==> src/rtl/dct_transpose_buffer_if.sv <==
// Row-in / column-out handshake bundle for the DCT transpose buffer.
// The slave side is the buffer; the master side feeds rows and drains columns.
interface dct_transpose_buffer_if #(
  parameter int DW = 9,
  parameter int N  = 8
);
  logic                   in_valid;
  logic                   in_ready;
  logic [N*DW-1:0]        in_data;
  logic                   out_valid;
  logic                   out_ready;
  logic [N*DW-1:0]        out_data;
  logic [$clog2(N)-1:0]   count1;
  logic                   out_last;

  modport master (
    output in_valid, in_data, out_ready,
    input  in_ready, out_valid, out_data, count1, out_last
  );

  modport slave (
    input  in_valid, in_data, out_ready,
    output in_ready, out_valid, out_data, count1, out_last
  );
endinterface

==> src/rtl/dct_transpose_buffer.sv <==
// Ping-pong 8x8 transpose memory between the row DCT pass and DCT_second.
// Rows are written into one bank while columns of the other bank are read out.
module dct_transpose_buffer #(
  parameter int DW = 9,
  parameter int N  = 8
) (
  input  logic                  clk,
  input  logic                  rst,
  dct_transpose_buffer_if.slave bus
);
  localparam int            AW   = $clog2(N);
  localparam logic [AW-1:0] LAST = AW'(N - 1);

  logic [N*DW-1:0] mem [2][N];

  logic          wr_bank;
  logic          rd_bank;
  logic [AW-1:0] wr_row;
  logic [AW-1:0] rd_col;
  logic [1:0]    full;
  logic [1:0]    full_next;
  logic          wr_fire;
  logic          rd_fire;
  logic [AW-1:0] elem_sel;

  assign bus.in_ready  = !full[wr_bank];
  assign bus.out_valid = full[rd_bank];
  assign bus.count1    = rd_col;
  assign bus.out_last  = full[rd_bank] && (rd_col == LAST);

  assign wr_fire  = bus.in_valid && !full[wr_bank];
  assign rd_fire  = full[rd_bank] && bus.out_ready;
  // Element 0 sits in the MSBs of a row, so column c lives at slice N-1-c.
  assign elem_sel = LAST - rd_col;

  always_ff @(posedge clk) begin
    if (wr_fire) begin
      mem[wr_bank][wr_row] <= bus.in_data;
    end
  end

  always_comb begin
    bus.out_data = '0;
    for (int r = 0; r < N; r++) begin
      bus.out_data[(N-1-r)*DW +: DW] = mem[rd_bank][r][elem_sel*DW +: DW];
    end
  end

  // Filling one bank and draining the other can both finish in the same cycle.
  always_comb begin
    full_next = full;
    if (wr_fire && (wr_row == LAST)) begin
      full_next[wr_bank] = 1'b1;
    end
    if (rd_fire && (rd_col == LAST)) begin
      full_next[rd_bank] = 1'b0;
    end
  end

  always_ff @(posedge clk or posedge rst) begin
    if (rst) begin
      wr_bank <= 1'b0;
      wr_row  <= '0;
      rd_bank <= 1'b0;
      rd_col  <= '0;
      full    <= '0;
    end else begin
      full <= full_next;
      if (wr_fire) begin
        if (wr_row == LAST) begin
          wr_row  <= '0;
          wr_bank <= ~wr_bank;
        end else begin
          wr_row <= wr_row + 1'b1;
        end
      end
      if (rd_fire) begin
        if (rd_col == LAST) begin
          rd_col  <= '0;
          rd_bank <= ~rd_bank;
        end else begin
          rd_col <= rd_col + 1'b1;
        end
      end
    end
  end
endmodule

==> src/flat_wrapper.sv <==
// flat-port wrapper written by rule: the top's interface ports become plain ports
module dct_transpose_buffer_flat 
#(
  parameter int DW = 9,
  parameter int N  = 8
)
  (clk, rst, bus_in_valid, bus_in_data, bus_out_ready, bus_in_ready, bus_out_valid, bus_out_data, bus_count1, bus_out_last);
  dct_transpose_buffer_if #(.DW(DW), .N(N)) bus_i ();
  input  logic clk;
  input  logic rst;
  input wire logic [$bits(bus_i.in_valid)-1:0] bus_in_valid;
  input wire logic [$bits(bus_i.in_data)-1:0] bus_in_data;
  input wire logic [$bits(bus_i.out_ready)-1:0] bus_out_ready;
  output wire logic [$bits(bus_i.in_ready)-1:0] bus_in_ready;
  output wire logic [$bits(bus_i.out_valid)-1:0] bus_out_valid;
  output wire logic [$bits(bus_i.out_data)-1:0] bus_out_data;
  output wire logic [$bits(bus_i.count1)-1:0] bus_count1;
  output wire logic [$bits(bus_i.out_last)-1:0] bus_out_last;
  assign bus_i.in_valid = bus_in_valid;
  assign bus_i.in_data = bus_in_data;
  assign bus_i.out_ready = bus_out_ready;
  assign bus_in_ready = bus_i.in_ready;
  assign bus_out_valid = bus_i.out_valid;
  assign bus_out_data = bus_i.out_data;
  assign bus_count1 = bus_i.count1;
  assign bus_out_last = bus_i.out_last;
  dct_transpose_buffer #(.DW(DW), .N(N)) u_core (.clk(clk), .rst(rst), .bus(bus_i));
endmodule
==> config.mk <==
export PLATFORM = sky130hd
export DESIGN_NAME = dct_transpose_buffer_flat
export DESIGN_NICKNAME = d
export VERILOG_FILES = /design/src/rtl/dct_transpose_buffer_if.sv /design/src/rtl/dct_transpose_buffer.sv /design/src/flat_wrapper.sv
export SDC_FILE = /design/constraint.sdc
export NUM_CORES = 1
export LEC_CHECK = 0
export CAP_MARGIN = 0
export CORE_MARGIN = 4
export CORE_UTILIZATION = 23
export DETAILED_ROUTE_END_ITERATION = 8
export GPL_ROUTABILITY_DRIVEN = 1
export GPL_TIMING_DRIVEN = 0
export PLACE_DENSITY_LB_ADDON = 0.05
export RECOVER_POWER = 25
export SLEW_MARGIN = 0
export SYNTH_ARGS = -nofsm -noshare
export SYNTH_HDL_FRONTEND = slang
export SYNTH_SLANG_ARGS = --single-unit
==> constraint.sdc <==
create_clock -name clk -period 17.5 [get_ports clk]
set_input_delay 3.5 -clock clk [delete_from_list [all_inputs] [get_ports clk]]
set_output_delay 3.5 -clock clk [all_outputs]
set_load 0.01 [all_outputs]
# Word-level counts from Yosys, hierarchy flattened

Memory sizes are Yosys's and may differ from the RTL's.
Index checks and enable logic that the tools add are counted.

Memories kept: 1
Logic and storage cells: 59
Bits in registers: 10
Input bits: 76
Bits in writable memories: 1152
Output and inout bits: 78

Memories:

| name       | depth | bits a word | read ports | clocked after Yosys merged registers in | write ports | line                       | source |
|---|---|---|---|---|---|---|---|
| u_core.mem | 2     | 576         | 1          | 0                                       | 1           | dct_transpose_buffer.sv:14 | `logic [N*DW-1:0] mem [2][N];` |

Add/subtract/negate cells: 3
Shift operators: 8
Bitwise logic cells: 6
Eq/ne operators: 2
Order comparisons: 6
Multiplexer cells: 16
Reduce and logical (&&, ||, !) cells: 11
Multipliers: 1

Operators by type and width:

| kind                  | count |
|---|---|
| $mux W576             | 1 |
| $shiftx A72 B8 Y9     | 8 |
| $demux W72 S3         | 1 |
| $mux W72              | 1 |
| $logic_and A1 B1 Y1   | 8 |
| $mul A3 B4 Y7 const B | 1 |
| $mux W1               | 7 |
| $add A3 B1 Y3 const B | 2 |
| $eq A3 B3 Y1 const B  | 2 |
| $mux W3               | 2 |
| $ge A4 B4 Y1 const B  | 1 |
| $lt A1 B2 Y1 const B  | 2 |
| $lt A4 B1 Y1 const B  | 1 |
| $mux W2               | 2 |
| $not A3 Y4            | 1 |
| $reduce_and A2 Y1     | 2 |
| $sub A3 B3 Y3 const A | 1 |
| $and A2 B2 Y2         | 1 |
| $demux W1 S1          | 2 |
| $ge A1 B1 Y1 const B  | 2 |
| $not A1 Y1            | 2 |
| $not A2 Y2            | 1 |
| $or A2 B2 Y2          | 1 |
| $logic_not A1 Y1      | 1 |

# Logic depth before layout (Yosys ltp)

Gate-level depths: netlist of the first run.

Depth after elaboration: 8
Depth in mapped cells: 7
Depth with buffers taken out: 5

# Worst setup path before layout of the first run

Ideal clock, no wire load.

Path kind: input-to-reg
Start point: input bus_in_valid
End point: memory u_core.mem[0][504] (netlist bit), enable pin
Cell stages on the path: 2
Path buffers: 0
Library setup time: 0.705 ns
Data arrival time: 11.078 ns
Data required time: 16.795 ns
Slack: 5.717 ns
Cells stage by stage: nand2_1 nor4b_1

Cells in the longest elaborated chain, start to end: 3

RTL lines:

| item                            | line                       | source |
|---|---|---|
| start: declaration              | flat_wrapper.sv:11         | `input wire logic [$bits(bus_i.in_valid)-1:0] bus_in_valid;` |
| $logic_and A1 B1 Y1             | dct_transpose_buffer.sv:31 | `assign wr_fire = bus.in_valid && !full[wr_bank];` |
| $mux W1                         | dct_transpose_buffer.sv:37 | `if (wr_fire) begin` |
| $mux W576 (implied by the code) | dct_transpose_buffer.sv:38 | `mem[wr_bank][wr_row] <= bus.in_data;` |
| end: declaration                | dct_transpose_buffer.sv:14 |  |

No other way between the ends.

# Final worst setup path of the first run

Start point: register u_core.rd_col[1], in the netlist u_core.bus.count1[1]
End point: output bus_out_data[35]

Cells in the longest elaborated chain, start to end: 3

RTL lines:

| item                     | line                       | source |
|---|---|---|
| start: declaration       | dct_transpose_buffer.sv:19 | `logic [AW-1:0] rd_col;` |
| start signal: assignment | dct_transpose_buffer.sv:82 | `rd_col <= rd_col + 1'b1;` |
| $sub A3 B3 Y3            | dct_transpose_buffer.sv:34 | `assign elem_sel = LAST - rd_col;` |
| $mul A3 B4 Y7            | dct_transpose_buffer.sv:45 | `bus.out_data[(N-1-r)*DW +: DW] = mem[rd_bank][r][elem_sel*DW +: DW];` |
| $shiftx A72 B8 Y9        | dct_transpose_buffer.sv:45 |  |
| end: declaration         | flat_wrapper.sv:16         | `output wire logic [$bits(bus_i.out_data)-1:0] bus_out_data;` |

No other way between the ends.

==> impl_metrics.csv, run 1 <==
group,metric,value,unit
synthesis,ys_top_cells_by_area,"edfxtp_1 (77%), mux4_2 (7.3%), mux2_2 (3.8%), mux2i_1 (3.2%), a221o_1 (1.6%)",
cells_and_area,most-common-layout-cells,"edfxtp_1 (1152), mux2_2 (151), nor2_1 (147)",
clock_network,ctsLongestPathBuffers,3,
timing,report.final.slew_viol_count,0,
critical_path,worstPathArrival,4.69,ns
run_status,status,"finished, final reports clean",
clock_network,h-tree-depth,4,
grt,first_global_vias,24240,
timing,hold_viol_final,0,
cells_and_area,n_fill_cell,18860,
cells_and_area,seq_area,34840,um2
power,pwr-share-clk,0.291,
routing,vias,22980,
die,num_rows,161,
synthesis,netlist_instances,2142,
grt,met2_usage,0.2751,
grt,grt-ovfl-total,0,
clock_network,cts_hold_buf,0,
critical_path,cp_top_family,"buffers and inverters",
power,total_power,9.435,mW
die,dieArea,201400,um2
power,combPwrFrac,0.354,
synthesis,ys_seq_elements,1162,
critical_path,crit_required,14.00,ns
timing,maxSlewHeadroom,0.2545,
clock_network,cts.sinks,1162,
routing,viasPerCell,4.418,
critical_path,worst-setup-path-type,"reg2out",
cells_and_area,multi_input_area,9119,um2
clock_network,numCtsBuffers,137,
placement,dpl_worst_slack,9.886,ns
die,initial_core_util,0.2318,
worst_hold_path,hold_path.class,"reg2reg",
grt,grt_usage,0.1607,
critical_path,worstPathCellList,"buf_2 > nand2_1 > clkbuf_1 > o221ai_1 > o22ai_1 > clkdlybuf4s50_1",
timing,hold_slack,0.5281,ns
timing,timing.final.crit_period,8.193,ns
power,seq_power_share,0.355,
power,p_sw_frac,0.3497,
clock_network,clock_latency,0.77,ns
power,p_per_area,170.4,nW/um2
timing,fin_ws,9.307,ns
placement,routabilityCongestion,0.7516,
clock_network,clk_pin_slew,0.06,ns
cells_and_area,layout_commonest_cell,"edfxtp_1",
die,die_height,448.8,um
timing,fmaxAchievable,122.1,MHz
grt,grt_max_degree,23,
synthesis,syn_avg_cell_area,20.86,um2
routing,drtAntennaViolNets,0,
grt,top_usage_layer,"met2",
die,fp.dieW,448.8,um
placement,port_buffers,153,
cells_and_area,area_delta_synth_final,23.91,%
power,peakVddDrop,0.00008528,V
synthesis,netlist_area,44690,um2
critical_path,worst-path-buf-inv,3,
run,drv_cap,0,
synthesis,synth_nets,2222,
routing,drtIter0Drc,2045,
timing,finalCritPeriodShare,0.4682,
cells_and_area,final_util,0.2872,
grt,grt_pass1_wl,219.4,mm
die,core,192800,um2
synthesis,yosys.area.top_type,"edfxtp_1",
grt,met3_usage,0.02486,
routing,wl_per_cell,31.59,um
cells_and_area,final_cells,5201,
grt,grt_antenna_before_repair,4,
power,power.internal,6.135,mW
timing,worstMarginPinSlew,1.115,ns
critical_path,path_max_fanout,10,
synthesis,yosysUniqueCellTypes,29,
clock_network,cts_setup_buffers,0,
die,ios,154,
routing,wirelength,164.3,mm
synthesis,synth_seq_area_share,0.7797,
grt,grtUsageMet1,0.2154,
timing,setup_violations,0,
routing,drc,0,
power,p_leak,17.33,nW
synthesis,yosysWarnings,0,
clock_network,cts-root-buf,"clkbuf_16",
timing,fin_worst_skew,0.02653,ns
critical_path,crit_path_top_delay_cell,"clkdlybuf4s50_1",
power,power_switching,3.300,mW
critical_path,endpoint_kind,"output port",
synthesis,synth_top_area_frac,0.7741,
clock_network,ctsResizeCount,0,
clock_network,cts_tree,"yes",
placement,dp_hpwl,121.5,mm
routing,drtPass1Iterations,5,
cells_and_area,nNetsFinal,2639,
timing,rsz0062_at_grt,"false",
critical_path,cpPeakStageDelay,0.66,ns
critical_path,cp-start-kind,"flip-flop",
placement,dp.cells,4946,
cells_and_area,drive_gt1_frac,0.2575,
worst register-to-register path, stage by stage (launching register included):
cell	delay [ns]
dfrtp_1	0.34
buf_6	0.15
mux2i_1	0.60
nand4b_1	0.51
nor3_2	0.76
buf_6	0.25
buf_8	0.16
buf_6	0.19
buf_8	0.17
buf_6	0.15
synthesized netlist by cell type:
cell type / count
nand4_1: 2
dfrtp_1: 10
nand3_1: 2
buf_2: 29
nand4b_1: 2
buf_4: 11
nor3_1: 3
ha_1: 4
nor4_1: 3
o22ai_1: 72
edfxtp_1: 1152
nand2b_1: 2
and2_1: 2
xnor2_1: 2
mux4_2: 144
o221ai_1: 72
nor2b_1: 2
buf_12: 7
o21ai_0: 3
inv_1: 2
buf_1: 11
nor2_1: 156
a221o_1: 72
nor4b_1: 1
mux2_2: 151
buf_6: 19
mux2i_1: 145
nand2_1: 7
clkbuf_1: 54
power groups by stage:
stage / Clock (mW) / Sequential [mW] / Combinational (mW)
floorplan: 0 / 3.42 / 1.59
global placement: 0 / 3.49 / 3.34
detailed placement: 0 / 3.41 / 3.44
CTS: 2.84 / 3.35 / 3.45
global route: 2.95 / 3.36 / 3.53
finish: 2.74 / 3.35 / 3.34
final cells by class:
cell class | instances | share of cell area
Inverter | 2 | 0.0001356
Multi-Input combinational cell | 847 | 0.1647
Sequential cell | 1162 | 0.6293
Timing Repair Buffer | 278 | 0.05615
Clock inverter | 71 | 0.009287
Clock buffer | 181 | 0.06833
Buffer | 131 | 0.01491
Antenna cell | 3 | 0.0001356
Tap cell | 2526 | 0.05708
per-stage QoR:
step | area [um2] | TNS, ns
2_1_floorplan | 44690 | 0
3_3_place_gp | 49380 | -1243.84
3_5_place_dp | 51070 | 0
4_1_cts | 55360 | 0
5_1_grt | 55370 | 0
6_report | 55370 | 0
flip-flops by register name, summed over array words and instances, names as in the netlist:
register and count:
u_core.full 2, u_core.wr_bank 1, u_core.rd_bank 1, u_core.wr_row 3
u_core.bus.count1 3, u_core.mem 1152
routing by layer:
metal,routed length [um],vias to the layer above
met3,6107,170
met5,21,-
met2,81630,476
met4,2940,4
met1,73610,12530
li1,-,9803
path summary, 6_finish.rpt:
check	from	to	slack [ns]	cells past startpoint
max in group asynchronous	rst	u_core.bus.count1[0]	13.99	2
max	u_core.bus.count1[1]	bus_out_data[35]	9.31	6
min	u_core.full[1]	u_core.full[1]	0.53	2
min reg2reg	u_core.full[1]	u_core.full[1]	0.53	2
min in group asynchronous	rst	u_core.bus.count1[2]	3.17	2
max reg2reg	u_core.wr_bank	u_core.mem[0][446]	13.93	9
cell families after synthesis:
| kind of cell | share of synthesized area |
|---|---|
| AND/OR/NAND/NOR | 0.01638 |
| flip-flops | 0.7797 |
| XOR/XNOR | 0.0003921 |
| buffers and inverters | 0.01865 |
| multiplexers | 0.1431 |
| AO/OA/AOI/OAI | 0.04065 |
| adder cells (fa/ha/maj) | 0.001120 |
No activity file was read; power rests on OpenSTA's default activity.
==> run 2, diff against run 1 <==
==> constraint.sdc (replaced) <==
create_clock -name clk -period 6.9 [get_ports clk]
set_input_delay 1.38 -clock clk [delete_from_list [all_inputs] [get_ports clk]]
set_output_delay 1.38 -clock clk [all_outputs]
set_load 0.01 [all_outputs]
==> impl_metrics.csv, run 2 (same netlist as run 1, synthesis figures left out) <==
group,metric,value,unit
routing,vias,23250,
cells_and_area,largest_register_ffs,1152,
timing,timing.final.crit_period,6.181,ns
clock_network,clk_pin_slew,0.06,ns
clock_network,clock_latency,0.76,ns
critical_path,crit_required,5.52,ns
power,peakVddDrop,0.0002307,V
worst_hold_path,hold_path.class,"reg2reg",
routing,wl_per_cell,31.73,um
clock_network,cts-root-buf,"clkbuf_16",
timing,tns,0,ns
timing,worstMarginPinSlew,1.099,ns
critical_path,cp-start-kind,"flip-flop",
timing,rsz0062_at_grt,"false",
power,p_per_area,432.5,nW/um2
die,die_height,448.8,um
timing,fin_ws,0.7191,ns
routing,drc,0,
power,p_leak,17.31,nW
routing,drtIter0Drc,2066,
grt,first_global_vias,24070,
grt,grt-ovfl-total,0,
cells_and_area,most-common-layout-cells,"edfxtp_1 (1152), mux2_2 (151), nor2_1 (147)",
cells_and_area,n_fill_cell,18850,
die,fp.dieW,448.8,um
placement,port_buffers,153,
timing,hold_viol_final,0,
critical_path,path_max_fanout,10,
routing,viasPerCell,4.484,
run,drv_cap,0,
cells_and_area,drive_gt1_frac,0.2501,
clock_network,cts_hold_buf,0,
clock_network,cts_tree,"yes",
critical_path,worstPathArrival,4.80,ns
clock_network,ctsLongestPathBuffers,3,
die,ios,154,
grt,grt_pass1_wl,218.8,mm
timing,report.final.slew_viol_count,0,
clock_network,cts_setup_buffers,0,
clock_network,ctsResizeCount,0,
critical_path,regToRegSetupSlack,2.70,ns
cells_and_area,layout_commonest_cell,"edfxtp_1",
timing,maxSlewHeadroom,0.2652,
grt,grt_usage,0.1604,
critical_path,worst-setup-path-type,"reg2out",
die,initial_core_util,0.2318,
timing,fin_worst_skew,0.01803,ns
timing,fmaxAchievable,161.8,MHz
placement,dp_hpwl,121.6,mm
die,dieArea,201400,um2
clock_network,h-tree-depth,4,
routing,drtAntennaViolNets,0,
cells_and_area,area_delta_synth_final,24.20,%
clock_network,numCtsBuffers,138,
clock_network,cts.sinks,1162,
routing,wirelength,164.5,mm
die,num_rows,161,
cells_and_area,nNetsFinal,2624,
critical_path,endpoint_kind,"output port",
timing,setup_violations,0,
placement,dpl_worst_slack,1.270,ns
cells_and_area,regMostFlops,"u_core.mem",
grt,grt_antenna_before_repair,10,
timing,finalCritPeriodShare,0.8958,
die,core,192800,um2
run_status,status,"finished, final reports clean",
cells_and_area,final_util,0.2879,
placement,routabilityCongestion,0.7295,
routing,drtPass1Iterations,5,
grt,grt_max_degree,25,
[run 2: changes by cell type in the layout (fill, tap and decap cells not counted), moves of 5 or more]
cell	previous run	this run
buf_16	7	21
buf_4	66	53
buf_6	48	26
buf_8	7	12
clkbuf_1	88	96
clkinv_2	23	17
[run 2: worst paths after layout]
kind	start	end	cells past startpoint
setup / recovery	u_core.bus.count1[1]	bus_out_data[35]	6
max in group asynchronous	rst	u_core.full[1]	2
setup reg to reg	u_core.wr_bank	u_core.mem[1][377]	10
hold / removal	u_core.full[1]	u_core.full[1]	2
hold reg to reg	u_core.full[1]	u_core.full[1]	2
min in group asynchronous	rst	u_core.wr_row[1]	2
[run 2: final cells by class]
cell class	count	area [um2]	area share
repair buffers	262	3216	0.05794
multi-input cells	847	9146	0.1648
clock buffers	186	3782	0.06815
clock inverters	65	519.2	0.009356
well taps	2526	3161	0.05695
plain buffers	131	818.3	0.01474
inverters	2	7.507	0.0001353
diodes	3	7.507	0.0001353
flip-flops and latches	1162	34840	0.6278
[run 2: worst max-delay path: stages (launching register included)]
cell and delay (ns):
dfrtp_1 0.59, buf_2 0.36, nand2_1 0.65, clkbuf_1 0.54, o221ai_1 0.46, o22ai_1 0.70, clkdlybuf4s50_1 0.68
[run 2: power by group]
| group | leakage (nW) | switching (mW) | internal (mW) |
|---|---|---|---|
| combinational | 4.71 | 5.38 | 3.15 |
| clock | 2.10 | 2.86 | 4.13 |
| sequential | 10.5 | 0.138 | 8.35 |
| total | 17.3 | 8.37 | 15.6 |
[run 2: per-layer routing]
layer / vias to the layer above / track usage / routed length (um)
met5: - / 0 / 13
met4: 2 / 0.03945 / 3417
met3: 176 / 0.02426 / 6556
met2: 574 / 0.2661 / 79450
met1: 12710 / 0.2205 / 75040
li1: 9784 / - / -
[run 2: through the flow]
step           area, um2  hold WS, ns  std cells  power [mW]
2_1_floorplan      44710       0.4626       2142       12.70
3_3_place_gp       49400       0.5057       4821       17.31
3_5_place_dp       51200       0.5073       4930       17.42
4_1_cts            55500       0.5244       5181       24.53
5_1_grt            55500       0.5847       5183       25.04
6_report           55500       0.5381       5184       24.00
==> run 3, diff against run 2 <==
--- a/config.mk
+++ b/config.mk
@@ -6,7 +6,6 @@
 export NUM_CORES = 1
 export LEC_CHECK = 0
 export CAP_MARGIN = 0
-export CORE_MARGIN = 4
 export CORE_UTILIZATION = 23
 export DETAILED_ROUTE_END_ITERATION = 8
 export GPL_ROUTABILITY_DRIVEN = 1
==> impl_metrics.csv, run 3 (same netlist as run 1, synthesis figures left out) <==
group,metric,value,unit
timing,fin_worst_skew,0.02111,ns
placement,dp.cells,4924,
timing,fmaxAchievable,162.6,MHz
critical_path,cp-start-kind,"flip-flop",
cells_and_area,layout_commonest_cell,"edfxtp_1",
placement,dp_hpwl,121.1,mm
routing,drc,0,
timing,timing.final.crit_period,6.149,ns
die,ios,154,
cells_and_area,regMostFlops,"u_core.mem",
cells_and_area,n_fill_cell,18870,
clock_network,numCtsBuffers,141,
critical_path,worst-setup-path-type,"reg2out",
routing,wl_per_cell,31.96,um
die,dieArea,196100,um2
routing,vias,23180,
critical_path,worst-path-buf-inv,3,
timing,worstMarginPinSlew,1.234,ns
timing,finalCritPeriodShare,0.8911,
clock_network,ctsLongestPathBuffers,3,
die,die_height,442.8,um
power,power_switching,8.430,mW
placement,dpl_worst_slack,1.437,ns
routing,drtPass1Iterations,5,
cells_and_area,most-common-layout-cells,"edfxtp_1 (1152), mux2_2 (151), nor2_1 (147)",
power,power.internal,15.53,mW
placement,dpl_cell_area,51150,um2
timing,rsz0062_at_grt,"false",
die,num_rows,161,
clock_network,ctsResizeCount,0,
timing,fin_ws,0.7513,ns
worst_hold_path,hold_path.class,"reg2reg",
critical_path,path_max_fanout,10,
clock_network,h-tree-depth,4,
power,p_leak,17.25,nW
clock_network,cts_hold_buf,0,
grt,grt_pass1_wl,220.2,mm
clock_network,clock_latency,0.77,ns
routing,viasPerCell,4.483,
critical_path,cpPeakStageDelay,0.66,ns
grt,grt_antenna_before_repair,10,
routing,drtAntennaViolNets,0,
grt,grt_usage,0.1675,
die,core,192800,um2
clock_network,clk_pin_slew,0.05,ns
power,combPwrFrac,0.356,
placement,routabilityCongestion,0.7658,
critical_path,endpoint_kind,"output port",
timing,maxSlewHeadroom,0.1750,
grt,grt-ovfl-total,0,
clock_network,cts.sinks,1162,
timing,tns,0,ns
power,p_sw_frac,0.3518,
clock_network,cts_tree,"yes",
critical_path,crit_required,5.52,ns
die,fp.dieW,442.8,um
critical_path,crit_path_top_delay_cell,"nand2_1",
power,seq_power_share,0.355,
cells_and_area,final_cells,5170,
cells_and_area,largest_register_ffs,1152,
run,drv_cap,0,
cells_and_area,area_delta_synth_final,23.92,%
cells_and_area,stdcell_area,55380,um2
cells_and_area,nNetsFinal,2621,
timing,hold_viol_final,0,
timing,report.final.slew_viol_count,0,
routing,wirelength,165.2,mm
critical_path,cp_top_family,"buffers and inverters",
routing,drtIter0Drc,1999,
clock_network,cts_setup_buffers,0,
run_status,status,"finished, final reports clean",
grt,first_global_vias,24210,
critical_path,worstPathArrival,4.77,ns
placement,port_buffers,153,
power,p_per_area,432.7,nW/um2
critical_path,worstPathCellList,"buf_2 > nand2_1 > clkbuf_1 > o221ai_1 > o22ai_1 > clkdlybuf4s50_1",
grt,grt_max_degree,25,
timing,setup_violations,0,
die,initial_core_util,0.2318,
power,peakVddDrop,0.0002537,V
power,pwr-share-clk,0.290,
clock_network,cts-root-buf,"clkbuf_16",
cells_and_area,drive_gt1_frac,0.2498,
power,total_power,23.96,mW
run 3: cell count changes in the layout (fill, tap and decap cells not counted), moves of 2 or more:
cell	delta
inv_6	-2
buf_8	-4
clkinv_1	-3
clkbuf_1	-6
bufinv_16	-3
clkinv_2	+4
buf_4	-3
run 3: layout make-up:
| cell class | instances | area, um2 | share of cell area |
|---|---|---|---|
| inverter | 2 | 7.507 | 0.0001356 |
| sequential | 1162 | 34840 | 0.6292 |
| clock buffer | 181 | 3785 | 0.06834 |
| clock inverter | 63 | 444.2 | 0.008021 |
| timing repair buffer | 256 | 3169 | 0.05723 |
| tap | 2526 | 3161 | 0.05707 |
| buffer | 131 | 818.3 | 0.01478 |
| antenna | 2 | 5.005 | 0.00009037 |
| multi-input combinational | 847 | 9146 | 0.1652 |
run 3: final timing paths:
check | from | to | slack, ns | cells after the start
setup / recovery | u_core.bus.count1[1] | bus_out_data[35] | 0.75 | 6
hold / removal | u_core.full[1] | u_core.full[1] | 0.54 | 2
setup reg to reg | u_core.wr_bank | u_core.mem[1][565] | 2.62 | 10
hold reg to reg | u_core.full[1] | u_core.full[1] | 0.54 | 2
max in group asynchronous | rst | u_core.bus.count1[2] | 5.52 | 2
min in group asynchronous | rst | u_core.bus.count1[0] | 1.06 | 2
run 3: worst register-to-register path: stages (launching register included):
cell      delay (ns)
dfrtp_1         0.33
clkbuf_1        0.55
mux2i_1         0.66
nand2_1         0.41
nor4_2          0.77
buf_4           0.30
buf_4           0.21
buf_4           0.20
buf_4           0.18
buf_4           0.19
buf_4           0.19
run 3: layer usage:
| metal | up-vias | GRT usage | wire [um] |
|---|---|---|---|
| met4 | 4 | 0.03974 | 2886 |
| met5 | - | 0 | 26 |
| met3 | 159 | 0.02969 | 6819 |
| li1 | 9766 | - | - |
| met1 | 12720 | 0.2243 | 74350 |
| met2 | 529 | 0.2803 | 81130 |
run 3: per-stage QoR:
step,util,hold WS (ns)
final,0.2873,0.5420
after global routing,0.2873,0.5766
after CTS,0.2873,0.5524
after detailed placement,0.2653,0.5418
after global placement,0.2563,0.5159
after floorplan,-,0.4626
run 3: power by group through the flow:
stage          clock network (mW)  logic (mW)  registers, mW
4_1_cts                      7.16        8.78           8.50
3_5_place_dp                    0        8.76           8.65
3_3_place_gp                    0        8.46           8.82
2_1_floorplan                   0        4.04           8.66
6_report                     6.94        8.53           8.50
5_1_grt                      7.40        8.97           8.54
